===== config.mk =====
export PLATFORM = sky130hd
export DESIGN_NAME = result_collector
export DESIGN_NICKNAME = d
export VERILOG_FILES = /design/src/rtl/bgpu_pkg.sv /design/src/rtl/rr_lock_arbiter.sv /design/src/rtl/result_collector.sv
export SDC_FILE = /design/constraint.sdc
export NUM_CORES = 1
export LEC_CHECK = 0
export CORE_AREA = 2 2 229 231
export CTS_CLUSTER_DIAMETER = 100
export CTS_CLUSTER_SIZE = 12
export DETAILED_ROUTE_END_ITERATION = 10
export DIE_AREA = 0 0 231 233
export PLACE_DENSITY = 0.74
export SYNTH_ARGS = -nofsm -noshare
export SYNTH_HDL_FRONTEND = slang
export SYNTH_SLANG_ARGS = --single-unit
export TNS_END_PERCENT = 20

===== constraint.sdc =====
create_clock -name clk_i -period 3.65 [get_ports clk_i]
set_input_delay 0.73 -clock clk_i [delete_from_list [all_inputs] [get_ports clk_i]]
set_output_delay 0.73 -clock clk_i [all_outputs]
set_load 0.03 [all_outputs]

===== src/rtl/bgpu_pkg.sv =====
// Shared types for the compute-unit back end: result slot layout and
// instruction-ID helpers used by the result and operand collectors.
package bgpu_pkg;

    localparam int NumTags     = 8;
    localparam int RegWidth    = 32;
    localparam int WarpWidth   = 4;
    localparam int NumWarps    = 8;
    localparam int RegIdxWidth = 8;
    localparam int TagWidth    = $clog2(NumTags);
    localparam int WidWidth    = NumWarps > 1 ? $clog2(NumWarps) : 1;
    localparam int DataWidth   = RegWidth * WarpWidth;

    typedef logic [TagWidth+WidWidth-1:0] iid_t;
    typedef logic [WidWidth-1:0]          wid_t;
    typedef logic [RegIdxWidth-1:0]       reg_idx_t;
    typedef logic [DataWidth-1:0]         data_t;

    typedef struct packed {
        iid_t     iid;
        reg_idx_t dst;
        data_t    data;
    } rc_slot_t;

    // The warp ID occupies the low bits of the instruction ID.
    function automatic wid_t iid_to_wid(input iid_t iid);
        return wid_t'(iid);
    endfunction

endpackage


===== src/rtl/rr_lock_arbiter.sv =====
// Round-robin arbiter that freezes its grant while the downstream consumer
// stalls, so the presented request stays stable until it is accepted.
module rr_lock_arbiter #(
    parameter int  NumEus   = 3,
    localparam int IdxWidth = NumEus > 1 ? $clog2(NumEus) : 1
) (
    input  logic                clk_i,
    input  logic                rst_i,
    input  logic [NumEus-1:0]   req_i,
    input  logic                ready_i,
    output logic [NumEus-1:0]   gnt_o,
    output logic [IdxWidth-1:0] gnt_idx_o
);

    logic [IdxWidth-1:0] ptr_q;
    logic [IdxWidth-1:0] lock_idx_q;
    logic [IdxWidth-1:0] search_idx;
    logic [IdxWidth-1:0] next_ptr;
    logic                lock_q;
    logic                any_req;
    logic                handshake;

    assign any_req   = |req_i;
    assign handshake = any_req & ready_i;

    // First requester at or after the pointer, wrapping around.
    always_comb begin
        int  cand;
        logic found;
        search_idx = ptr_q;
        found      = 1'b0;
        cand       = 0;
        for (int off = 0; off < NumEus; off++) begin
            cand = int'(ptr_q) + off;
            if (cand >= NumEus) begin
                cand = cand - NumEus;
            end
            if (!found && req_i[cand]) begin
                found      = 1'b1;
                search_idx = IdxWidth'(cand);
            end
        end
    end

    always_comb begin
        gnt_idx_o = lock_q ? lock_idx_q : search_idx;
        for (int i = 0; i < NumEus; i++) begin
            gnt_o[i] = any_req && (gnt_idx_o == IdxWidth'(i));
        end
        if (gnt_idx_o == IdxWidth'(NumEus - 1)) begin
            next_ptr = '0;
        end else begin
            next_ptr = gnt_idx_o + IdxWidth'(1);
        end
    end

    always_ff @(posedge clk_i) begin
        if (rst_i) begin
            ptr_q      <= '0;
            lock_q     <= 1'b0;
            lock_idx_q <= '0;
        end else if (handshake) begin
            ptr_q  <= next_ptr;
            lock_q <= 1'b0;
        end else if (any_req) begin
            lock_q     <= 1'b1;
            lock_idx_q <= gnt_idx_o;
        end
    end

endmodule


===== src/rtl/result_collector.sv =====
// Buffers one completed result per execution unit and drains them round-robin
// into the register-file write port. Optional counters: RESULT_COLLECTOR_STATS_EN.
module result_collector
    import bgpu_pkg::*;
#(
    parameter int  NumEus   = 3,
    localparam int IdxWidth = NumEus > 1 ? $clog2(NumEus) : 1
) (
    input  logic                          clk_i,
    input  logic                          rst_i,
    input  logic [NumEus-1:0]             eu_to_rc_valid_i,
    output logic [NumEus-1:0]             rc_to_eu_ready_o,
    input  iid_t [NumEus-1:0]             eu_to_rc_tag_i,
    input  reg_idx_t [NumEus-1:0]         eu_to_rc_dst_i,
    input  data_t [NumEus-1:0]            eu_to_rc_data_i,
    output logic                          rc_to_rf_valid_o,
    input  logic                          rf_to_rc_ready_i,
    output logic [WidWidth-1:0]           rc_to_rf_wid_o,
    output logic [RegIdxWidth-1:0]        rc_to_rf_dst_o,
    output logic [DataWidth-1:0]          rc_to_rf_data_o,
    output logic                          rc_to_wb_valid_o,
    output iid_t                          rc_to_wb_iid_o
`ifdef RESULT_COLLECTOR_STATS_EN
    ,
    output logic [NumEus-1:0][31:0]       stats_wb_count_o,
    output logic [31:0]                   stats_stall_count_o
`endif
);

    rc_slot_t [NumEus-1:0] slot_q;
    logic [NumEus-1:0]     slot_valid_q;
    logic [NumEus-1:0]     gnt;
    logic [IdxWidth-1:0]   gnt_idx;
    rc_slot_t              granted;
    logic                  any_valid;
    logic                  rf_hs;

    rr_lock_arbiter #(
        .NumEus (NumEus)
    ) u_arb (
        .clk_i     (clk_i),
        .rst_i     (rst_i),
        .req_i     (slot_valid_q),
        .ready_i   (rf_to_rc_ready_i),
        .gnt_o     (gnt),
        .gnt_idx_o (gnt_idx)
    );

    assign any_valid = |slot_valid_q;
    assign rf_hs     = any_valid & rf_to_rc_ready_i;

    // A slot accepts when empty or when it is being drained this very cycle.
    always_comb begin
        for (int i = 0; i < NumEus; i++) begin
            rc_to_eu_ready_o[i] = !slot_valid_q[i] || (gnt[i] && rf_hs);
        end
    end

    always_ff @(posedge clk_i) begin
        if (rst_i) begin
            slot_valid_q <= '0;
            slot_q       <= '0;
        end else begin
            for (int i = 0; i < NumEus; i++) begin
                if (rc_to_eu_ready_o[i] && eu_to_rc_valid_i[i]) begin
                    slot_valid_q[i] <= 1'b1;
                    slot_q[i]       <= '{iid:  eu_to_rc_tag_i[i],
                                         dst:  eu_to_rc_dst_i[i],
                                         data: eu_to_rc_data_i[i]};
                end else if (gnt[i] && rf_hs) begin
                    slot_valid_q[i] <= 1'b0;
                end
            end
        end
    end

    always_comb begin
        granted          = slot_q[gnt_idx];
        rc_to_rf_valid_o = any_valid;
        rc_to_rf_wid_o   = '0;
        rc_to_rf_dst_o   = '0;
        rc_to_rf_data_o  = '0;
        if (any_valid) begin
            rc_to_rf_wid_o  = iid_to_wid(granted.iid);
            rc_to_rf_dst_o  = granted.dst;
            rc_to_rf_data_o = granted.data;
        end
    end

    always_ff @(posedge clk_i) begin
        if (rst_i) begin
            rc_to_wb_valid_o <= 1'b0;
            rc_to_wb_iid_o   <= '0;
        end else begin
            rc_to_wb_valid_o <= rf_hs;
            if (rf_hs) begin
                rc_to_wb_iid_o <= granted.iid;
            end
        end
    end

`ifdef RESULT_COLLECTOR_STATS_EN
    // Counters saturate at all-ones rather than wrapping.
    always_ff @(posedge clk_i) begin
        if (rst_i) begin
            stats_wb_count_o    <= '0;
            stats_stall_count_o <= '0;
        end else begin
            for (int i = 0; i < NumEus; i++) begin
                if (gnt[i] && rf_hs && stats_wb_count_o[i] != '1) begin
                    stats_wb_count_o[i] <= stats_wb_count_o[i] + 32'd1;
                end
            end
            if (any_valid && !rf_to_rc_ready_i && stats_stall_count_o != '1) begin
                stats_stall_count_o <= stats_stall_count_o + 32'd1;
            end
        end
    end
`endif

endmodule


After elaboration in Yosys (flattened, before gate mapping)
Index checks and enable logic that the tools add are counted.

storage, ports and cells
  register bits = 441
  output and inout bits = 150
  word-level logic and storage cells = 90

cells by class
  $add $sub $neg = 6
  order comparisons = 7
  eq/ne operators = 2
  multiplexer cells = 30
  bitwise operators = 2
  reduce and logical (&&, ||, !) cells = 26

operators by type and width
  operator                 number
  $bmux W142 S2            1
  $mux W142                1
  $mux W128                1
  $lt A32 B4 Y1 const B    3
  $mux W32                 3
  $ge A32 B3 Y1 const B    2
  $sub A32 B3 Y32 const B  2
  $mux W1                  14
  $logic_and A1 B1 Y1      11
  $mux W2                  5
  $mux W8                  1
  $bmux W1 S2              3
  $reduce_bool A2 Y1       3
  $logic_not A1 Y1         5
  $add A2 B1 Y3 const B    1
  $add A2 B2 Y3 const B    1
  $logic_or A1 B1 Y1       3
  $lt A2 B3 Y1 const B     1
  $mux W3                  1
  $reduce_or A3 Y1         1
  $sub A2 B2 Y3 const B    1
  $add A2 B1 Y2 const B    1
  $eq A2 B1 Y1 const B     1
  $eq A2 B2 Y1 const B     1
  6 further kinds          6

Longest topological paths before layout
Gate-level depths: netlist (run 1).

  depth after elaboration = 19
  mapped depth = 14

Hierarchy
A second synthesis (run 1) with hierarchy kept.

unflattened totals
  cell total of the unflattened synthesis = 2527
  area total of the unflattened synthesis = 20475.9 um2

modules (own cells, without submodules)
  module            instances  cells each  area each (um2)
  result_collector  1          2461        19955.4
  rr_lock_arbiter   1          66          520.5

Worst setup path after synthesis (run 1)
Ideal clock, no wire load.

  path type = reg2out
  from = register u_arb.ptr_q[0]
  to = output port rc_to_rf_data_o[60]
  arrival time = 2917 ps
  required time = 2920 ps
  slack = 3 ps
  stages on the path, launching flop included = 11
  path buffers = 3
  cells stage by stage = dfxtp_1 -> inv_1 -> ha_1 -> buf_2 -> or4b_1 -> a21oi_2 -> o31a_1 -> nand2_1 -> clkbuf_1 -> clkbuf_1 -> o2bb2ai_1

on the way
  cells in the longest elaborated chain, start to end = 16
  elaborated cells on any way between the ends = 33

RTL lines
  element                                                                   RTL line                RTL
  start, declared                                                           rr_lock_arbiter.sv:15   logic [IdxWidth-1:0] ptr_q;
  start signal, assigned                                                    rr_lock_arbiter.sv:63   ptr_q <= next_ptr;
  parallel branches: the longest is 11 deep, another holds $sub A32 B3 Y32  n/a
  $mux W2 (*)                                                               rr_lock_arbiter.sv:38   if (!found && req_i[cand]) begin
  $mux W2 (*)                                                               rr_lock_arbiter.sv:46   gnt_idx_o = lock_q ? lock_idx_q : search_idx;
  $bmux W142 S2 (*)                                                         result_collector.sv:78  granted = slot_q[gnt_idx];
  $mux W142 (implied by the code) (*)                                       result_collector.sv:78
  $mux W128 (*)                                                             result_collector.sv:83  if (any_valid) begin
  end, declared                                                             result_collector.sv:20  output logic [DataWidth-1:0] rc_to_rf_data_o,

Mark *: on every way between the ends. The select of a mux whose other input is x is not followed.

Worst setup path in the final report (run 1)
  from = register u_arb.ptr_q[0]
  to = output port rc_to_rf_data_o[104]

The elaborated chain is that of the path after synthesis.

==> flow_metrics.py, run 1 <==
metrics = {
    "timing": {
        "skew_ns": 0.02384,
        "rsz0062_at_grt": "yes",
        "setup_viol": 142,
        "max_slew_margin_pct": 36.18,
        "tightest_slew_ns": 0.9572,
        "fin_ws_ns": -0.4175,
        "period_share_pct": 111.4,
        "finalHoldViolCount": 0,
        "fmax_ghz": 0.2459,
        "slew_violations": 0,
        "period_needed_ns": 4.067,
    },
    "floorplanning": {
        "initial_core_util_pct": 40.04,
        "die-height_um": 233,
        "coreArea_um2": 51090,
        "die_w_um": 231,
        "dieArea_um2": 53820,
        "placementRows": 83,
        "ios": 582,
    },
    "power_and_ir_drop": {
        "intPower_w": 0.01041,
        "p_clk_share_pct": 24.7,
        "pwr-share-comb_pct": 40.5,
        "p_per_area_nw_per_um2": 527.7,
        "power.leakage_nw": 11.26,
        "p_sw_w": 0.005592,
        "vdd_drop_max_uv": 334.9,
        "swShare_pct": 34.95,
        "pwr-share-seq_pct": 34.7,
    },
    "synth": {
        "ys_warn_count": 0,
        "synthArstFlopShare_pct": 0,
        "yosys-top-cells-area": "dfxtp_1 43%, mux2i_1 14%, nand2b_1 8.8%",
        "netlist_area_um2": 20460,
        "syn_avg_cell_area_um2": 8.742,
        "ys.flop_type": "dfxtp_1",
        "synthCells": 2340,
        "yosys.area.top_type_share_pct": 43.16,
        "syn_nets": 2776,
        "synth_top_area_cell": "dfxtp_1",
        "ys_types": 51,
        "synth_edf_count": 0,
        "ys_ff_latch": 441,
        "ys_seq_area_share_pct": 43.16,
    },
    "status": {
        "status": "finished, violations left",
        "failed_checks": "negative setup slack",
    },
    "detailed_routing": {
        "routedWlPerCell_um": 22.27,
        "drt-total-wl_um": 79350,
        "first_pass_iters": 5,
        "routed_via_density": 5.591,
        "vias": 19920,
        "ant_nets": 0,
        "drc_errors": 0,
        "drt_first_iter_violations": 1319,
    },
    "placement": {
        "gp_congestion": 0.9036,
        "io_buffers": 581,
        "hpwlAfterDp_um": 50800,
        "pre_cts_ws_ns": -0.09018,
    },
    "global_route": {
        "grt_pass1_vias": 19870,
        "grt_max_degree": 143,
        "antenna_found_initial": 11,
        "overflow": 0,
        "grt_first_pass_wirelength_um": 117800,
        "track_usage_pct": 28.07,
    },
    "setup_path": {
        "slowest_delay_ns": 0.34,
        "path_buf_inv": 6,
        "critPathMaxFanout": 7,
        "path_class": "reg2out",
        "worstPathCellList": "buf_6 > ha_4 > buf_6 > mux2i_4 > o221ai_4 > o32ai_4 > nand2_2 > o2111ai_4 > buf_12 > buf_12 > buf_4 > mux2i_1 > o2bb2ai_1 > buf_4",
        "startpoint_type": "flop",
        "cp-end-kind": "output port",
        "crit_family": "buffers and inverters",
        "cpMaxStageDelayCell": "dfxtp_2",
        "cp.required_ns": 2.92,
        "worst-endpoint-arrival_ns": 3.34,
    },
    "layout": {
        "multi_input_area_um2": 11610,
        "final_net_count": 3309,
        "area_delta_synth_final_pct": 48.22,
        "layout-drive-gt1-share_pct": 16.77,
        "seqCellArea_um2": 8833,
        "utilization_pct": 59.34,
        "final_cell_mix": "439 x dfxtp_1, 437 x clkdlybuf4s50_1, 301 x nand2_1",
        "layout_commonest_cell": "dfxtp_1",
        "fillers": 4270,
    },
    "run": {
        "cap_violations": 0,
    },
    "clocking": {
        "cts-htree-levels": 2,
        "cts_tree": "yes",
        "cts_sinks": 441,
        "cts_max_path_buffers": 3,
        "cts_buffers": 42,
        "cts.reportedPaths.clkPinSlew_ns": 0.06,
        "clk_latency_ns": 0.58,
        "cts_root_buf": "clkbuf_16",
    },
    "min_path": {
        "min_path_type": "reg2reg",
    },
}
state kept, by name, summed over array words and instances (netlist names):
register,flops
rc_to_wb_iid_o,6
rc_to_wb_valid_o,1
slot_q,426
slot_valid_q,3
u_arb.lock_idx_q,2
u_arb.lock_q,1
u_arb.ptr_q,2
metrics by stage:
| stage | hold slack [ns] | std cells | instance area, um^2 | total power (W) | TNS, ns |
|---|---|---|---|---|---|
| after global routing | 0.4686 | 3562 | 30320 | 0.01656 | -69.24 |
| final | 0.4547 | 3563 | 30320 | 0.01600 | -48.96 |
| after detailed placement | 0.4466 | 3463 | 26940 | 0.01059 | -0.1549 |
| after floorplan | 0.4366 | 2340 | 20460 | 0.008395 | 0 |
| after CTS | 0.4555 | 3546 | 29520 | 0.01557 | -51.10 |
| after global placement | 0.4425 | 3463 | 26940 | 0.01051 | -0.04817 |
power by group through the flow:
stage | Combinational [W] | Sequential [W] | Clock, W
5_1_grt | 0.00677 | 0.00559 | 0.00420
2_1_floorplan | 0.00289 | 0.00551 | 0
6_report | 0.00648 | 0.00556 | 0.00396
3_5_place_dp | 0.00500 | 0.00559 | 0
3_3_place_gp | 0.00494 | 0.00558 | 0
4_1_cts | 0.00603 | 0.00552 | 0.00402
area by class of cell:
| class | count | share of cell area [%] |
|---|---|---|
| Sequential cell | 441 | 29.13 |
| Clock inverter | 3 | 0.1114 |
| Clock buffer | 43 | 3.549 |
| Tap cell | 680 | 2.806 |
| Inverter | 10 | 0.1816 |
| Multi-Input combinational cell | 1662 | 38.28 |
| Antenna cell | 8 | 0.06603 |
| Timing Repair Buffer | 716 | 25.87 |
path summary, 6_finish.rpt:
path / from / end / slack [ns] / cells past startpoint
worst max register to register: u_arb.ptr_q[0] / slot_q[229] / 0.12 / 15
worst min register to register: slot_q[308] / slot_q[308] / 0.45 / 2
worst max-delay path: u_arb.ptr_q[0] / rc_to_rf_data_o[104] / -0.42 / 14
worst min-delay path: slot_q[308] / slot_q[308] / 0.45 / 2
repair_timing:
action / 4_1_cts / 5_1_grt
resized for setup: 175 / 124
pin swaps: 14 / 15
cloned: 12 / 6
setup endpoints to repair: 142 / 164
hold buffers: 0 / 0
setup buffers: 25 / 7
kinds of logic (layout without fill, tap and decap cells):
| logic type | Yosys count | after routing | share of synthesized area [%] |
|---|---|---|---|
| simple gates | 765 | 765 | 18.71 |
| flops | 441 | 441 | 43.16 |
| compound gates | 608 | 608 | 18.09 |
| buf+inv | 237 | 772 | 5.823 |
| other cells | 0 | 8 | 0 |
| mux | 285 | 285 | 13.98 |
| fa+ha+maj | 4 | 4 | 0.2447 |
per-layer routing:
layer / part of all wire (%) / global-route usage, %
met1: 41 / 34.40
met5: 0.039 / 0
met4: 4.8 / 13.45
met2: 48 / 47.40
met3: 6.3 / 5.294
synth_stat cells (5+ instances only):
cell	instances
clkbuf_1	138
nand3_1	142
and2_1	5
nand2b_1	287
buf_2	51
nor2_1	12
o21ai_1	78
buf_8	10
o21ai_0	67
o2bb2ai_1	139
a21oi_1	289
dfxtp_1	441
mux2i_1	282
inv_1	9
buf_6	6
a31oi_1	5
buf_4	20
nand2_1	304
worst min-delay path: cells and delay by family (launching register included):
family           cells  cell delay [ns]
flip-flops           1             0.31
AND/OR/NAND/NOR      1             0.05
AO/OA/AOI/OAI        1             0.05
Note: power is estimated with default switching activity, not from simulation.
==> run 2: changes to the inputs <==
CTS_BUF_LIST = sky130_fd_sc_hd__clkbuf_16   (was not set)
==> results of run 2 <==
No change in the layout: final DEF, timing and power equal those of run 1.
==> run 3: changes to the inputs <==
CORE_AREA = 2 2 223 225   (was 2 2 229 231)
DIE_AREA = 0 0 225 227   (was 0 0 231 233)
DONT_BUFFER_PORTS = 1   (was not set)
GPL_ROUTABILITY_DRIVEN = 0   (was not set)
PLACE_DENSITY = 0.62   (was 0.74)
==> flow_metrics.py, run 3 (same netlist as run 1, synthesis figures left out) <==
metrics = {
    "status": {
        "status": "finished, violations left",
        "failed_checks": "negative setup slack",
    },
    "timing": {
        "slew_violations": 0,
        "setup_tns_ns": -48.38,
        "period_needed_ns": 4.074,
        "finalHoldViolCount": 0,
        "rsz0062_at_grt": "yes",
        "skew_ns": 0.01638,
        "period_share_pct": 111.6,
        "tightest_slew_ns": 0.9771,
        "fmax_ghz": 0.2454,
        "setup_viol": 142,
        "whs_ns": 0.2731,
        "fin_ws_ns": -0.4245,
        "max_slew_margin_pct": 34.86,
    },
    "power_and_ir_drop": {
        "vdd_drop_max_uv": 351.8,
        "fin_total_pwr_w": 0.01506,
        "power.leakage_nw": 9.472,
        "p_per_area_nw_per_um2": 592.0,
    },
    "detailed_routing": {
        "routedWlPerCell_um": 24.11,
        "ant_nets": 0,
        "routed_via_density": 5.895,
        "drt-total-wl_um": 73500,
        "drt_first_iter_violations": 1595,
        "first_pass_iters": 6,
        "drc_errors": 0,
        "vias": 17970,
    },
    "layout": {
        "design_area_um2": 25440,
        "fillers": 4378,
        "layout-drive-gt1-share_pct": 18.33,
        "final_cell_mix": "439 x dfxtp_1, 298 x nand2_1, 288 x a21oi_1",
        "area_delta_synth_final_pct": 24.36,
        "largest_register_ffs": 426,
        "seqCellArea_um2": 8836,
        "multi_input_area_um2": 11400,
        "final_net_count": 2854,
        "layout_commonest_cell": "dfxtp_1",
        "reg.largest.list": "slot_q (426), rc_to_wb_iid_o (6), slot_valid_q (3)",
        "top_register": "slot_q",
    },
    "clocking": {
        "cts.reportedPaths.clkPinSlew_ns": 0.06,
        "cts_root_buf": "clkbuf_16",
        "cts-htree-levels": 2,
        "clk_latency_ns": 0.58,
        "cts_sinks": 441,
        "cts_buffers": 43,
        "cts_max_path_buffers": 3,
        "ctsHoldBuffers": 0,
        "cts_tree": "yes",
    },
    "setup_path": {
        "cpMaxStageDelayCell": "dfxtp_4",
        "startpoint_type": "flop",
        "crit_family": "compound AO/OA/AOI/OAI gates",
        "cp-end-kind": "output port",
        "worst-endpoint-arrival_ns": 3.34,
        "path_buf_inv": 4,
        "worstPathCellList": "inv_4 > ha_4 > mux2_4 > a221oi_4 > o32ai_4 > o21a_1 > nor3_2 > and2_4 > buf_12 > buf_16 > o2bb2ai_1 > buf_4",
        "cp.required_ns": 2.92,
        "critPathMaxFanout": 26,
        "slowest_delay_ns": 0.36,
        "path_class": "reg2out",
    },
    "floorplanning": {
        "ios": 582,
        "initial_core_util_pct": 42.14,
        "die_w_um": 225,
        "dieArea_um2": 51080,
        "die-height_um": 227,
        "coreArea_um2": 48550,
        "placementRows": 81,
    },
    "run": {
        "cap_violations": 0,
    },
    "global_route": {
        "track_usage_pct": 25.94,
        "grt_pass1_vias": 17200,
        "antenna_found_initial": 7,
        "grt_first_pass_wirelength_um": 103500,
        "overflow": 0,
        "grt_max_degree": 584,
    },
    "placement": {
        "hpwlAfterDp_um": 44690,
        "io_buffers": 0,
        "postPlaceCellArea_um2": 22210,
    },
    "min_path": {
        "min_path_type": "in2reg",
    },
}
## run 3: final timing paths
path,depth (start not counted),slack [ns],endpoint,from
worst max-delay path,12,-0.42,rc_to_rf_data_o[91],u_arb.ptr_q[1]
worst min-delay path,1,0.27,slot_valid_q[2],rf_to_rc_ready_i
worst max register to register,13,0.25,slot_q[12],u_arb.ptr_q[1]
worst min register to register,2,0.46,slot_q[320],slot_q[320]
## run 3: repair_timing
action,4_1_cts,5_1_grt
setup endpoints to repair,142,142
gates resized for setup,111,124
buffers inserted,19,25
cloned,9,14
pin swaps,10,12
## run 3: where the power goes
part	switching, W	leakage, nW	internal, W	total [W]
sequential	0.000294	3.63	0.00524	0.00554
combinational	0.00309	5.28	0.00243	0.00552
clock	0.00187	0.565	0.00214	0.00401
total	0.00525	9.47	0.00981	0.0151
## run 3: final cells by class
| cell class | count | share of cell area (%) |
|---|---|---|
| Sequential cell | 441 | 34.73 |
| Antenna cell | 4 | 0.03935 |
| Tap cell | 622 | 3.059 |
| Inverter | 10 | 0.2017 |
| Timing Repair Buffer | 259 | 12.65 |
| Clock inverter | 5 | 0.1771 |
| Clock buffer | 44 | 4.328 |
| Multi-Input combinational cell | 1663 | 44.82 |
## run 3: stage by stage
stage               instances  utilization, %  setup slack, ns
finish                   3048           52.40          -0.4245
global placement         2931           45.75          0.05550
CTS                      3008           50.15          -0.4241
global route             3047           52.40          -0.5099
floorplan                2340               -         0.002687
detailed placement       2931           45.75         -0.06686
## run 3: layer usage
layer / wire length (um) / share of wire [%] / up-vias / global-route usage [%]
li1: - / - / 8279 / -
met1: 29760 / 40 / 8682 / 32.75
met2: 34310 / 47 / 813 / 42.14
met3: 6340 / 8.6 / 192 / 6.750
met4: 3070 / 4.2 / 2 / 10.81
met5: 13 / 0.018 / - / 0
